<file path="config.mk">
export PLATFORM = sky130hd
export DESIGN_NAME = fb_arbiter
export DESIGN_NICKNAME = d
export VERILOG_FILES = /design/src/rtl/fb_arbiter.sv
export SDC_FILE = /design/constraint.sdc
export NUM_CORES = 1
export LEC_CHECK = 0
export ABC_AREA = 1
export CORE_AREA = 4 4 94 162
export CTS_CLUSTER_SIZE = 16
export DETAILED_ROUTE_END_ITERATION = 8
export DIE_AREA = 0 0 98 166
export PLACE_DENSITY = 0.82
export SETUP_SLACK_MARGIN = 0.05
export SLEW_MARGIN = 20
export SYNTH_ARGS = -nofsm -noshare
export SYNTH_HDL_FRONTEND = slang
export SYNTH_SLANG_ARGS = --single-unit
</file>
<file path="constraint.sdc">
create_clock -name clk -period 2.45 [get_ports clk]
set_clock_uncertainty 0.1 [all_clocks]
set_input_delay 0.49 -clock clk [delete_from_list [all_inputs] [get_ports clk]]
set_output_delay 0.49 -clock clk [all_outputs]
set_load 0.03 [all_outputs]
</file>
<file path="src/rtl/fb_arbiter.sv">
// fb_arbiter: shares a single-port framebuffer RAM between 2x2-doubled VGA scanout and a buffered pixel-write stream
module fb_arbiter #(
    parameter int FB_W       = 320,
    parameter int FB_H       = 240,
    parameter int ADDR_W     = 17,
    parameter int DATA_W     = 8,
    parameter int FIFO_DEPTH = 4
) (
    input  logic              clk,
    input  logic              reset_b,
    input  logic [9:0]        x,
    input  logic [9:0]        y,
    input  logic              hsync_in,
    input  logic              vsync_in,
    input  logic              blank_b_in,
    input  logic              wr_valid,
    output logic              wr_ready,
    input  logic [ADDR_W-1:0] wr_addr,
    input  logic [DATA_W-1:0] wr_data,
    output logic [ADDR_W-1:0] ram_addr,
    output logic              ram_we,
    output logic [DATA_W-1:0] ram_wdata,
    input  logic [DATA_W-1:0] ram_rdata,
    output logic [DATA_W-1:0] pix_data,
    output logic              hsync_out,
    output logic              vsync_out,
    output logic              blank_b_out,
    output logic              wr_oob
);
    localparam int PW = $clog2(FIFO_DEPTH);
    localparam logic [ADDR_W-1:0] FB_SIZE = ADDR_W'(FB_W * FB_H);

    typedef enum logic [1:0] {IDLE, DISP, WRITE} slot_t;

    logic [ADDR_W-1:0] fifo_addr [FIFO_DEPTH];
    logic [DATA_W-1:0] fifo_data [FIFO_DEPTH];
    logic [PW:0]       wptr, rptr;
    logic              full, empty, push, pop, head_ok;
    logic [ADDR_W-1:0] disp_addr, head_addr;
    logic [DATA_W-1:0] head_data, pix;
    logic [1:0]        disp_d;
    logic [2:0]        hs_d, vs_d, bl_d;
    slot_t             slot;
    logic              unused_ok;

    assign unused_ok = y[0];
    assign empty     = wptr == rptr;
    assign full      = wptr == (rptr ^ {1'b1, {PW{1'b0}}});
    assign wr_ready  = !full;
    assign push      = wr_valid && !full;
    assign head_addr = fifo_addr[rptr[PW-1:0]];
    assign head_data = fifo_data[rptr[PW-1:0]];
    assign head_ok   = head_addr < FB_SIZE;
    assign disp_addr = ADDR_W'(y[9:1]) * ADDR_W'(FB_W) + ADDR_W'(x[9:1]);

    // scanout owns even active pixels; odd pixels and blanking drain the FIFO
    always_comb begin
        slot = (blank_b_in && !x[0]) ? DISP : (!empty ? WRITE : IDLE);
        pop  = slot == WRITE;
    end

    always_ff @(posedge clk) begin
        if (push) begin
            fifo_addr[wptr[PW-1:0]] <= wr_addr;
            fifo_data[wptr[PW-1:0]] <= wr_data;
        end
    end

    always_ff @(posedge clk or negedge reset_b) begin
        if (!reset_b) begin
            wptr      <= '0;
            rptr      <= '0;
            ram_addr  <= '0;
            ram_we    <= 1'b0;
            ram_wdata <= '0;
            wr_oob    <= 1'b0;
            disp_d    <= '0;
            pix       <= '0;
            hs_d      <= '1;
            vs_d      <= '1;
            bl_d      <= '0;
        end else begin
            wptr   <= push ? wptr + 1'b1 : wptr;
            rptr   <= pop ? rptr + 1'b1 : rptr;
            ram_we <= pop && head_ok;
            if (slot == DISP)
                ram_addr <= disp_addr;
            else if (pop && head_ok) begin
                ram_addr  <= head_addr;
                ram_wdata <= head_data;
            end
            if (pop && !head_ok)
                wr_oob <= 1'b1;
            // read data arrives one cycle after the address, so capture two edges after the decision
            disp_d <= {disp_d[0], slot == DISP};
            if (disp_d[1])
                pix <= ram_rdata;
            hs_d <= {hs_d[1:0], hsync_in};
            vs_d <= {vs_d[1:0], vsync_in};
            bl_d <= {bl_d[1:0], blank_b_in};
        end
    end

    assign hsync_out   = hs_d[2];
    assign vsync_out   = vs_d[2];
    assign blank_b_out = bl_d[2];
    assign pix_data    = blank_b_out ? pix : '0;
endmodule

</file>
==> flow_summary.json, run 1 <==
{
  "dpl.cell_count": 930,
  "tns_ps": 0,
  "place_hpwl_um": 10400,
  "leakagePower_nw": 3.77,
  "cp_slowest_stage_delay_ps": 390,
  "synth_edf_count": 100,
  "critical_path.max_fanout": 15,
  "rsz0062_at_grt": "yes",
  "reg2regPathDepth": 15,
  "synth_fa_ha_area_share_pct": 4.71,
  "cts_tree": "yes",
  "dieArea_mm2": 0.0163,
  "yosys-top-cells-area": "edfxtp_1 45%, dfrtp_1 17%, nand2_1 11%",
  "synth_area_mm2": 0.00670,
  "switching_share_pct": 38.7,
  "powerDensity_mw_per_mm2": 1190,
  "path_class": "reg -> out",
  "holdWs_ps": 60.4,
  "power_frac_clock_pct": 24.6,
  "cp.required_ps": 1860,
  "cap_violations": 0,
  "path_depth": 6,
  "grt_max_degree": 53,
  "final_util_pct": 63.6,
  "fin_ws_ps": 167,
  "yosysMostFrequentCell": "nand2_1",
  "yosysUniqueCellTypes": 33,
  "fin_crit_sh_pct": 93.2,
  "synth_fp_nets": 723,
  "power.switching_mw": 4.08,
  "first_iter_violations": 251,
  "start_util_pct": 48.2,
  "ff2ff_setup_slack_ps": 300,
  "core_mm2": 0.0139,
  "vdd_ir_drop_max_uv": 620,
  "portBuffers": 96,
  "synth_seq_cells": 152,
  "dp_slack_ps": -617,
  "r2r-start": "rptr[0]",
  "clock_latency_ps": 420,
  "max_freq_mhz": 438,
  "postRouteAntennaNets": 0,
  "drc_errors": 0,
  "synth_async_sr_flop_share_pct": 34.2,
  "dr.pass1.iters": 4,
  "grt_use_total_pct": 18.6,
  "layout_min_cycle_time_ps": 2280,
  "via_count": 4920,
  "diodes": 0,
  "setup_viol_count_final": 0,
  "finalPower_mw": 10.5,
  "drive_gt1_share_pct": 16.2,
  "gp_congestion": 0.822,
  "die_w_um": 98,
  "totalWireLength_um": 14800,
  "antenna_found_initial": 0,
  "cp_slowest_cell": "dfrtp_1",
  "die_y_um": 166,
  "start_kind": "register",
  "synth_compound_area_share_pct": 6.86,
  "synthCells": 640,
  "num_io_pins": 98,
  "yosys-mux-area-fraction_pct": 1.35,
  "design_area_mm2": 0.00885,
  "cts_max_path_buffers": 2,
  "grt_pass1_wl_um": 24000,
  "yosysTopAreaCellShare_pct": 44.8,
  "status": "completed",
  "critPathCapture": "wr_ready",
  "crit_path_end_kind": "output pin",
  "crit_top_cell": "nand2_1",
  "wl_per_cell_um": 15.4,
  "intPower_mw": 6.46,
  "hold_violations": 0,
  "grt_overflow": 0,
  "hold_path.class": "in -> async",
  "cts.sinks": 152,
  "yosys.area_share.simple_pct": 17.6,
  "worstReg2RegEnd": "ram_addr[9]",
  "cpLargestDelayFamily": "buffers and inverters",
  "yosysTopAreaCell": "edfxtp_1",
  "area_growth_pct": 32.1,
  "nNetsFinal": 855,
  "tightest_slew_ps": 677,
  "dpl-instance-area_mm2": 0.00813,
  "synth_flop_cell": "edfxtp_1",
  "num_rows": 57,
  "numCtsBuffers": 17,
  "startpoint": "rptr[0]",
  "cp.buffers_inverters": 3,
  "yosysWarnings": 0,
  "synth_top_family_by_area": "simple AND/OR/NAND/NOR gates",
  "synth_common_cells": "203 x nand2_1, 100 x edfxtp_1, 61 x nor2_1",
  "h-tree-depth": 4,
  "clkTransAtPathRegs_ps": 60,
  "synthXorXnorAreaFrac_pct": 0.785,
  "instances_no_fill": 962,
  "finalMaxSlewViolations": 0,
  "grt_pass1_vias": 4972,
  "ctsHoldBuffers": 0,
  "comb_power_share_pct": 40.0,
  "vias_per_cell": 5.11,
  "cts_root_buf": "clkbuf_16",
  "syn_area_per_cell_um2": 10.5,
  "crit_chain": "inv_2 > nand2_1 > a21oi_1 > nand2_1 > buf_4 > buf_12",
  "ys_seq_area_share_pct": 64.4,
  "arrival_ps": 1690,
  "seqPwrFrac_pct": 35.4,
  "slew_headroom_pct": 54.9
}
## worst register-to-register path, stage by stage, from the launching register on
cell and delay, ps:
dfrtp_1 390, inv_2 220, buf_4 240, nand2_1 70, nand2_1 50, nand2_1 40, nand2_1 130, inv_1 50
nand2_1 60, nor2_1 40, nand2_2 90, nand3_2 100, nand2_4 190, inv_4 130, nand2_1 80, nand2_1 60
## area by class of cell
type,instances,area [um^2]
Inverter,48,185
Multi-Input combinational cell,417,2250
Fill cell,1097,5060
Timing Repair Buffer,136,1280
Tap cell,177,221
Sequential cell,152,4310
Clock buffer,17,425
Clock inverter,15,180
## state kept, by name (all words and copies together), names as in the netlist, 8 cells and up
name       cells
fifo_addr     68
fifo_data     32
pix            8
ram_addr      17
ram_wdata      8
## routing by layer
metal	global-route usage, %	share of wire, %
met1	20.4	38
met4	8.74	2.7
met5	0	0
met3	4.58	4.3
met2	33.4	55
## how the worst min path moves through the flow
stage / endpoint / slack, ps / from
after CTS: ram_addr[9] / 90 / reset_b
after floorplan: bl_d[0] / 90 / reset_b
after global routing: ram_addr[9] / 120 / reset_b
final: ram_addr[9] / 60 / reset_b
after global placement: disp_d[1] / 230 / disp_d[0]
after detailed placement: disp_d[1] / 230 / disp_d[0]
## cell families (layout without fill, tap and decap cells)
kind of cell	count (synthesis)	count (layout)
adders and majority gates	24	24
buffers and inverters	71	216
DFF	152	152
muxes	8	8
xor gates and xnor gates	6	6
AOI/OAI and AO/OA	83	83
and+or+nand+nor	296	296
## power groups by stage
stage,combinational [mW],sequential (mW),clock (mW)
global placement,4.06,3.75,0
CTS,4.22,3.74,2.64
finish,4.22,3.74,2.59
global route,4.69,3.80,2.77
detailed placement,4.18,3.78,0
floorplan,2.24,4.16,0
## cell usage in the layout, fill, tap and decap left out, drive strengths merged
cell type	n
a21o	2
a21oi	8
a31oi	2
buf	42
bufinv	1
clkbuf	20
clkdlybuf4s50	88
clkinv	4
clkinvlp	2
dfrtp	46
dfstp	6
dlygate4sd2	2
dlymetal6s2s	1
edfxtp	100
fa	2
ha	22
inv	56
mux2	8
nand2	205
nand3	21
nand3b	2
nand4	5
nor2	61
o211ai	4
o21ai	47
o21bai	1
o22ai	19
or2	2
xnor2	2
xor2	4
## repair_timing
item | CTS | global route
pin swaps | 2 | 8
setup buffers | 0 | 0
setup endpoints to repair | 7 | 13
resized for setup | 8 | 28
Power figures use the tool's default switching activity.
==> run 2: changes to the inputs <==
--- a/config.mk
+++ b/config.mk
@@ -10,6 +10,7 @@
 export CTS_CLUSTER_SIZE = 16
 export DETAILED_ROUTE_END_ITERATION = 8
 export DIE_AREA = 0 0 98 166
+export MAX_ROUTING_LAYER = met4
 export PLACE_DENSITY = 0.82
 export SETUP_SLACK_MARGIN = 0.05
 export SLEW_MARGIN = 20
==> run 2 against run 1 <==
Net effect:
- final cell count stayed put
- clock-buffer cell count unchanged
- die area is the same
- via count rose by 0.41%
- critical path type unchanged
- design area unchanged
- clock power is essentially flat
- utilization unchanged
- combinational power barely moved
- power up 0.11%
==> flow_summary.json, run 2 (synthesized netlist as in run 1, its figures left out) <==
{
  "dieArea_mm2": 0.0163,
  "status": "completed",
  "num_rows": 57,
  "cp.required_ps": 1860,
  "grt_use_total_pct": 19.2,
  "vias_per_cell": 5.14,
  "antenna_found_initial": 0,
  "leakagePower_nw": 3.77,
  "finalPower_mw": 10.6,
  "h-tree-depth": 4,
  "start_util_pct": 48.2,
  "powerDensity_mw_per_mm2": 1190,
  "gp_congestion": 0.834,
  "comb_power_share_pct": 40.1,
  "hold_violations": 0,
  "core_mm2": 0.0139,
  "drc_errors": 0,
  "grt_pass1_wl_um": 24000,
  "fin_crit_sh_pct": 93.0,
  "place_hpwl_um": 10400,
  "diodes": 0,
  "max_freq_mhz": 439,
  "final_cell_mix": "197 x nand2_1, 100 x edfxtp_1, 88 x clkdlybuf4s50_1",
  "tightest_slew_ps": 667,
  "worstReg2RegEnd": "ram_addr[9]",
  "portBuffers": 96,
  "layout_commonest_cell": "nand2_1",
  "cts_root_buf": "clkbuf_16",
  "layout_min_cycle_time_ps": 2280,
  "cap_violations": 0,
  "grt_pass1_vias": 4983,
  "first_iter_violations": 248,
  "area_growth_pct": 32.1,
  "totalWireLength_um": 14900,
  "r2r-start": "rptr[0]",
  "wl_per_cell_um": 15.4,
  "path_class": "reg -> out",
  "hold_path.class": "in -> async",
  "start_kind": "register",
  "drive_gt1_share_pct": 16.2,
  "power_frac_clock_pct": 24.6,
  "intPower_mw": 6.46,
  "ff2ff_setup_slack_ps": 290,
  "grt_overflow": 0,
  "critical_path.max_fanout": 15,
  "cts_tree": "yes",
  "power.switching_mw": 4.09,
  "arrival_ps": 1690,
  "numCtsBuffers": 17,
  "clock_latency_ps": 420,
  "clkTransAtPathRegs_ps": 60,
  "via_count": 4940,
  "num_io_pins": 98,
  "crit_path_end_kind": "output pin",
  "setup_viol_count_final": 0,
  "die_y_um": 166,
  "die_w_um": 98,
  "slew_headroom_pct": 55.5,
  "rsz0062_at_grt": "yes",
  "finalMaxSlewViolations": 0,
  "grt_max_degree": 53,
  "design_area_mm2": 0.00885,
  "nNetsFinal": 855,
  "postRouteAntennaNets": 0,
  "switching_share_pct": 38.8,
  "dpl-instance-area_mm2": 0.00813,
  "reg2regPathDepth": 15,
  "n_fill_cell": 1097,
  "cts_max_path_buffers": 2,
  "vdd_ir_drop_max_uv": 621,
  "post_cts_buffers": 0,
  "cts.sinks": 152,
  "largest_reg_flops": 68,
  "seqPwrFrac_pct": 35.4,
  "dr.pass1.iters": 4
}
==> run 2: cell counts in the layout (fill, tap and decap cells not counted) <==
Identical to the previous run, type by type.
==> run 2: per-layer routing <==
| layer | wire [um] | GRT usage, % | vias up | part of all wire [%] |
|---|---|---|---|---|
| met5 | 0 | - | - | 0 |
| met4 | 433 | 8.74 | 0 | 2.9 |
| met3 | 656 | 4.50 | 29 | 4.4 |
| met2 | 8070 | 33.6 | 141 | 54 |
| met1 | 5710 | 20.2 | 2357 | 38 |
| li1 | - | - | 2413 | - |
==> run 2: power groups by stage <==
stage	logic, mW	clock network, mW	registers (mW)
2_1_floorplan	2.24	0	4.16
3_3_place_gp	4.06	0	3.75
3_5_place_dp	4.18	0	3.78
4_1_cts	4.22	2.64	3.74
5_1_grt	4.69	2.77	3.80
6_report	4.23	2.59	3.74
==> run 2: critical path, stage by stage (launching register included) <==
cell and delay (ps):
dfrtp_1 390, inv_2 220, nand2_1 80, a21oi_1 190, nand2_1 100, buf_4 160
buf_12 130
==> run 2: area by class of cell <==
| type | count | area, um^2 | area share [%] |
|---|---|---|---|
| clock buffer | 17 | 425 | 4.81 |
| clock inverter | 15 | 180 | 2.04 |
| timing repair buffer | 136 | 1280 | 14.4 |
| multi-input combinational | 417 | 2250 | 25.4 |
| inverter | 48 | 185 | 2.09 |
| sequential | 152 | 4310 | 48.7 |
| tap | 177 | 221 | 2.50 |
==> run 2: how the worst max path moves through the flow <==
stage            start              end  slack, ps  cells past startpoint
2_1_floorplan  rptr[1]  fifo_addr[0][0]       -350                      6
3_5_place_dp      y[2]     ram_addr[14]       -620                     12
3_3_place_gp      y[2]     ram_addr[15]       -570                     15
5_1_grt           y[1]     ram_addr[16]          1                     16
6_report       rptr[0]         wr_ready        170                      6
4_1_cts        bl_d[2]      pix_data[6]         80                      3
==> run 2: metrics by stage <==
| stage | hold slack, ps | util, % | worst slack (ps) | instances | TNS (ps) |
|---|---|---|---|---|---|
| 2_1_floorplan | 94.4 | - | -351 | 640 | -26340 |
| 3_3_place_gp | 232 | 58.5 | -568 | 930 | -3640 |
| 3_5_place_dp | 235 | 58.5 | -617 | 930 | -3960 |
| 4_1_cts | 90.3 | 62.9 | 80.9 | 962 | 0 |
| 5_1_grt | 122 | 63.6 | 1.35 | 962 | 0 |
| 6_report | 72.2 | 63.6 | 171 | 962 | 0 |
==> run 2: repair_timing <==
item | in CTS | in global routing
pin swaps | 2 | 8
hold buffers | 0 | 0
gates resized for setup | 8 | 28
setup endpoints to repair | 7 | 13
cloned | 0 | 0
==> run 3: changes to the inputs <==
--- a/config.mk
+++ b/config.mk
@@ -6,13 +6,16 @@
 export NUM_CORES = 1
 export LEC_CHECK = 0
 export ABC_AREA = 1
-export CORE_AREA = 4 4 94 162
+export CELL_PAD_IN_SITES_DETAIL_PLACEMENT = 0
+export CELL_PAD_IN_SITES_GLOBAL_PLACEMENT = 1
+export CORE_AREA = 4 4 106 183
 export CTS_CLUSTER_SIZE = 16
 export DETAILED_ROUTE_END_ITERATION = 8
-export DIE_AREA = 0 0 98 166
+export DIE_AREA = 0 0 110 187
 export MAX_ROUTING_LAYER = met4
-export PLACE_DENSITY = 0.82
+export PLACE_DENSITY = 0.81
 export SETUP_SLACK_MARGIN = 0.05
+export SKIP_LAST_GASP = 1
 export SLEW_MARGIN = 20
 export SYNTH_ARGS = -nofsm -noshare
 export SYNTH_HDL_FRONTEND = slang
==> run 3 against run 2 <==
Net effect:
- global-route usage is 3.5 points lower
- sequential power is essentially flat
- design area is 2.1% higher
- critical endpoint unchanged
- die area rose by 26%
- combinational power up 2%
- worst setup slack lost 60 ps
- sequential cell count is the same
- utilization decreased by 13 points
- wire length increased by 2.3%
- final cell count up 6.7%
==> flow_summary.json, run 3 (synthesized netlist as in run 1, its figures left out) <==
{
  "n_fill_cell": 1628,
  "numCtsBuffers": 17,
  "grt_pass1_wl_um": 23800,
  "nNetsFinal": 863,
  "clock_latency_ps": 420,
  "worstHoldPathCells": 0,
  "first_iter_violations": 236,
  "grt_overflow": 0,
  "rsz0062_at_grt": "yes",
  "vias_per_cell": 4.67,
  "tightest_slew_ps": 473,
  "start_util_pct": 37.3,
  "via_count": 4787,
  "drive_gt1_share_pct": 16.5,
  "fin_ws_ps": 111,
  "reg2regPathDepth": 10,
  "leakagePower_nw": 3.83,
  "dp_slack_ps": -637,
  "vdd_ir_drop_max_uv": 523,
  "grt_max_degree": 30,
  "hold_path.class": "reg -> reg",
  "cp.required_ps": 1860,
  "final_util_pct": 50.3,
  "crit_chain": "xor2_1 > a21oi_1 > nand2_2 > buf_4 > buf_12",
  "cp_slowest_stage_delay_ps": 510,
  "antenna_found_initial": 0,
  "start_kind": "register",
  "layout_commonest_cell": "nand2_1",
  "min_to": "disp_d[1]",
  "powerDensity_mw_per_mm2": 1190,
  "dr.pass1.iters": 6,
  "fin_crit_sh_pct": 95.5,
  "cts.sinks": 152,
  "cp_slowest_cell": "dfrtp_1",
  "setup_viol_count_final": 0,
  "portBuffers": 96,
  "cts_root_buf": "clkbuf_16",
  "critical_path.max_fanout": 7,
  "max_freq_mhz": 428,
  "hold_violations": 0,
  "dieArea_mm2": 0.0206,
  "grt_pass1_vias": 4786,
  "cap_violations": 0,
  "path_class": "reg -> out",
  "arrival_ps": 1750,
  "r2r-start": "rptr[1]",
  "die_w_um": 110,
  "place_hpwl_um": 10900,
  "worstReg2RegEnd": "ram_addr[12]",
  "die_y_um": 187,
  "postRouteAntennaNets": 0,
  "cts_tree": "yes",
  "slew_headroom_pct": 68.4,
  "area_growth_pct": 34.9,
  "h-tree-depth": 4,
  "num_rows": 65,
  "final_cell_mix": "196 x nand2_1, 100 x edfxtp_1, 87 x clkdlybuf4s50_1",
  "cts_max_path_buffers": 2,
  "worstHoldStart": "disp_d[0]",
  "crit_path_end_kind": "output pin",
  "grt_use_total_pct": 15.7,
  "clkTransAtPathRegs_ps": 70,
  "finalMaxSlewViolations": 0,
  "ff2ff_setup_slack_ps": 230,
  "status": "completed",
  "largest_reg_flops": 68,
  "gp_congestion": 0.786,
  "wl_per_cell_um": 14.8,
  "drc_errors": 0,
  "core_mm2": 0.0180,
  "num_io_pins": 98,
  "totalWireLength_um": 15200,
  "diodes": 0,
  "layout_min_cycle_time_ps": 2340
}
## run 3: changes by cell type in the layout (fill, tap and decap cells not counted), sizes merged
cell / previous run / this run
buf: 42 / 49
inv: 56 / 52
bufinv: 1 / 3
clkdlybuf4s15: 0 / 1
clkdlybuf4s50: 88 / 87
dlygate4sd3: 0 / 1
dlymetal6s2s: 1 / 2
## run 3: layout make-up
cell class	count	area (um^2)	area share, %
sequential	152	4310	47.7
multi-input combinational	417	2240	24.8
timing repair buffer	144	1380	15.3
clock buffer	18	439	4.86
tap	234	293	3.24
inverter	48	195	2.16
clock inverter	13	166	1.84
## run 3: power breakdown
| part | total [mW] | leakage [nW] | switching (mW) | internal (mW) |
|---|---|---|---|---|
| combinational | 4.32 | 2.01 | 2.70 | 1.62 |
| sequential | 3.75 | 1.53 | 0.278 | 3.47 |
| clock | 2.66 | 0.291 | 1.02 | 1.63 |
| total | 10.7 | 3.83 | 4.00 | 6.73 |
## run 3: layer usage
metal  up-vias  routed length (um)  GRT usage [%]
met5         -                   0              -
met4         0                 432           6.96
met3        26                 549           3.07
met2       113                8450           28.4
met1      2226                5770           15.8
li1       2422                   -              -
## run 3: worst max path at each step
stage            start               to  slack (ps)  cells after the start
6_report       rptr[1]         wr_ready         110                      5
5_1_grt           y[7]     ram_addr[16]          40                     14
4_1_cts           y[6]     ram_addr[15]          70                     15
3_5_place_dp      y[2]     ram_addr[16]        -640                     16
3_3_place_gp      y[2]     ram_addr[13]        -600                     14
2_1_floorplan  rptr[1]  fifo_addr[0][0]        -350                      6
## run 3: worst max-delay path, delay by kind of cell, from the launching register on
| kind | cells | cell delay, ps |
|---|---|---|
| compound gates | 1 | 190 |
| flops | 1 | 510 |
| simple gates | 1 | 120 |
| buf+inv | 2 | 290 |
| xor+xnor | 1 | 210 |
## run 3: stage by stage
| step | setup TNS, ps | hold WS, ps | power (mW) | instance area [um^2] | cells |
|---|---|---|---|---|---|
| 2_1_floorplan | -26340 | 94.4 | 6.41 | 6720 | 640 |
| 4_1_cts | 0 | 251 | 10.8 | 8920 | 1026 |
| 5_1_grt | 0 | 259 | 11.5 | 9030 | 1026 |
| 6_report | 0 | 250 | 10.7 | 9030 | 1026 |
| 3_5_place_dp | -4120 | 237 | 8.08 | 8280 | 994 |
| 3_3_place_gp | -3920 | 233 | 8.03 | 8280 | 994 |
## run 3: repair_timing
item | CTS | global route
hold endpoints to repair | 16 | 0
setup endpoints to repair | 8 | 19
buffers inserted | 0 | 0
hold buffers | 1 | 0
pin swaps | 3 | 6
gates resized for setup | 12 | 31
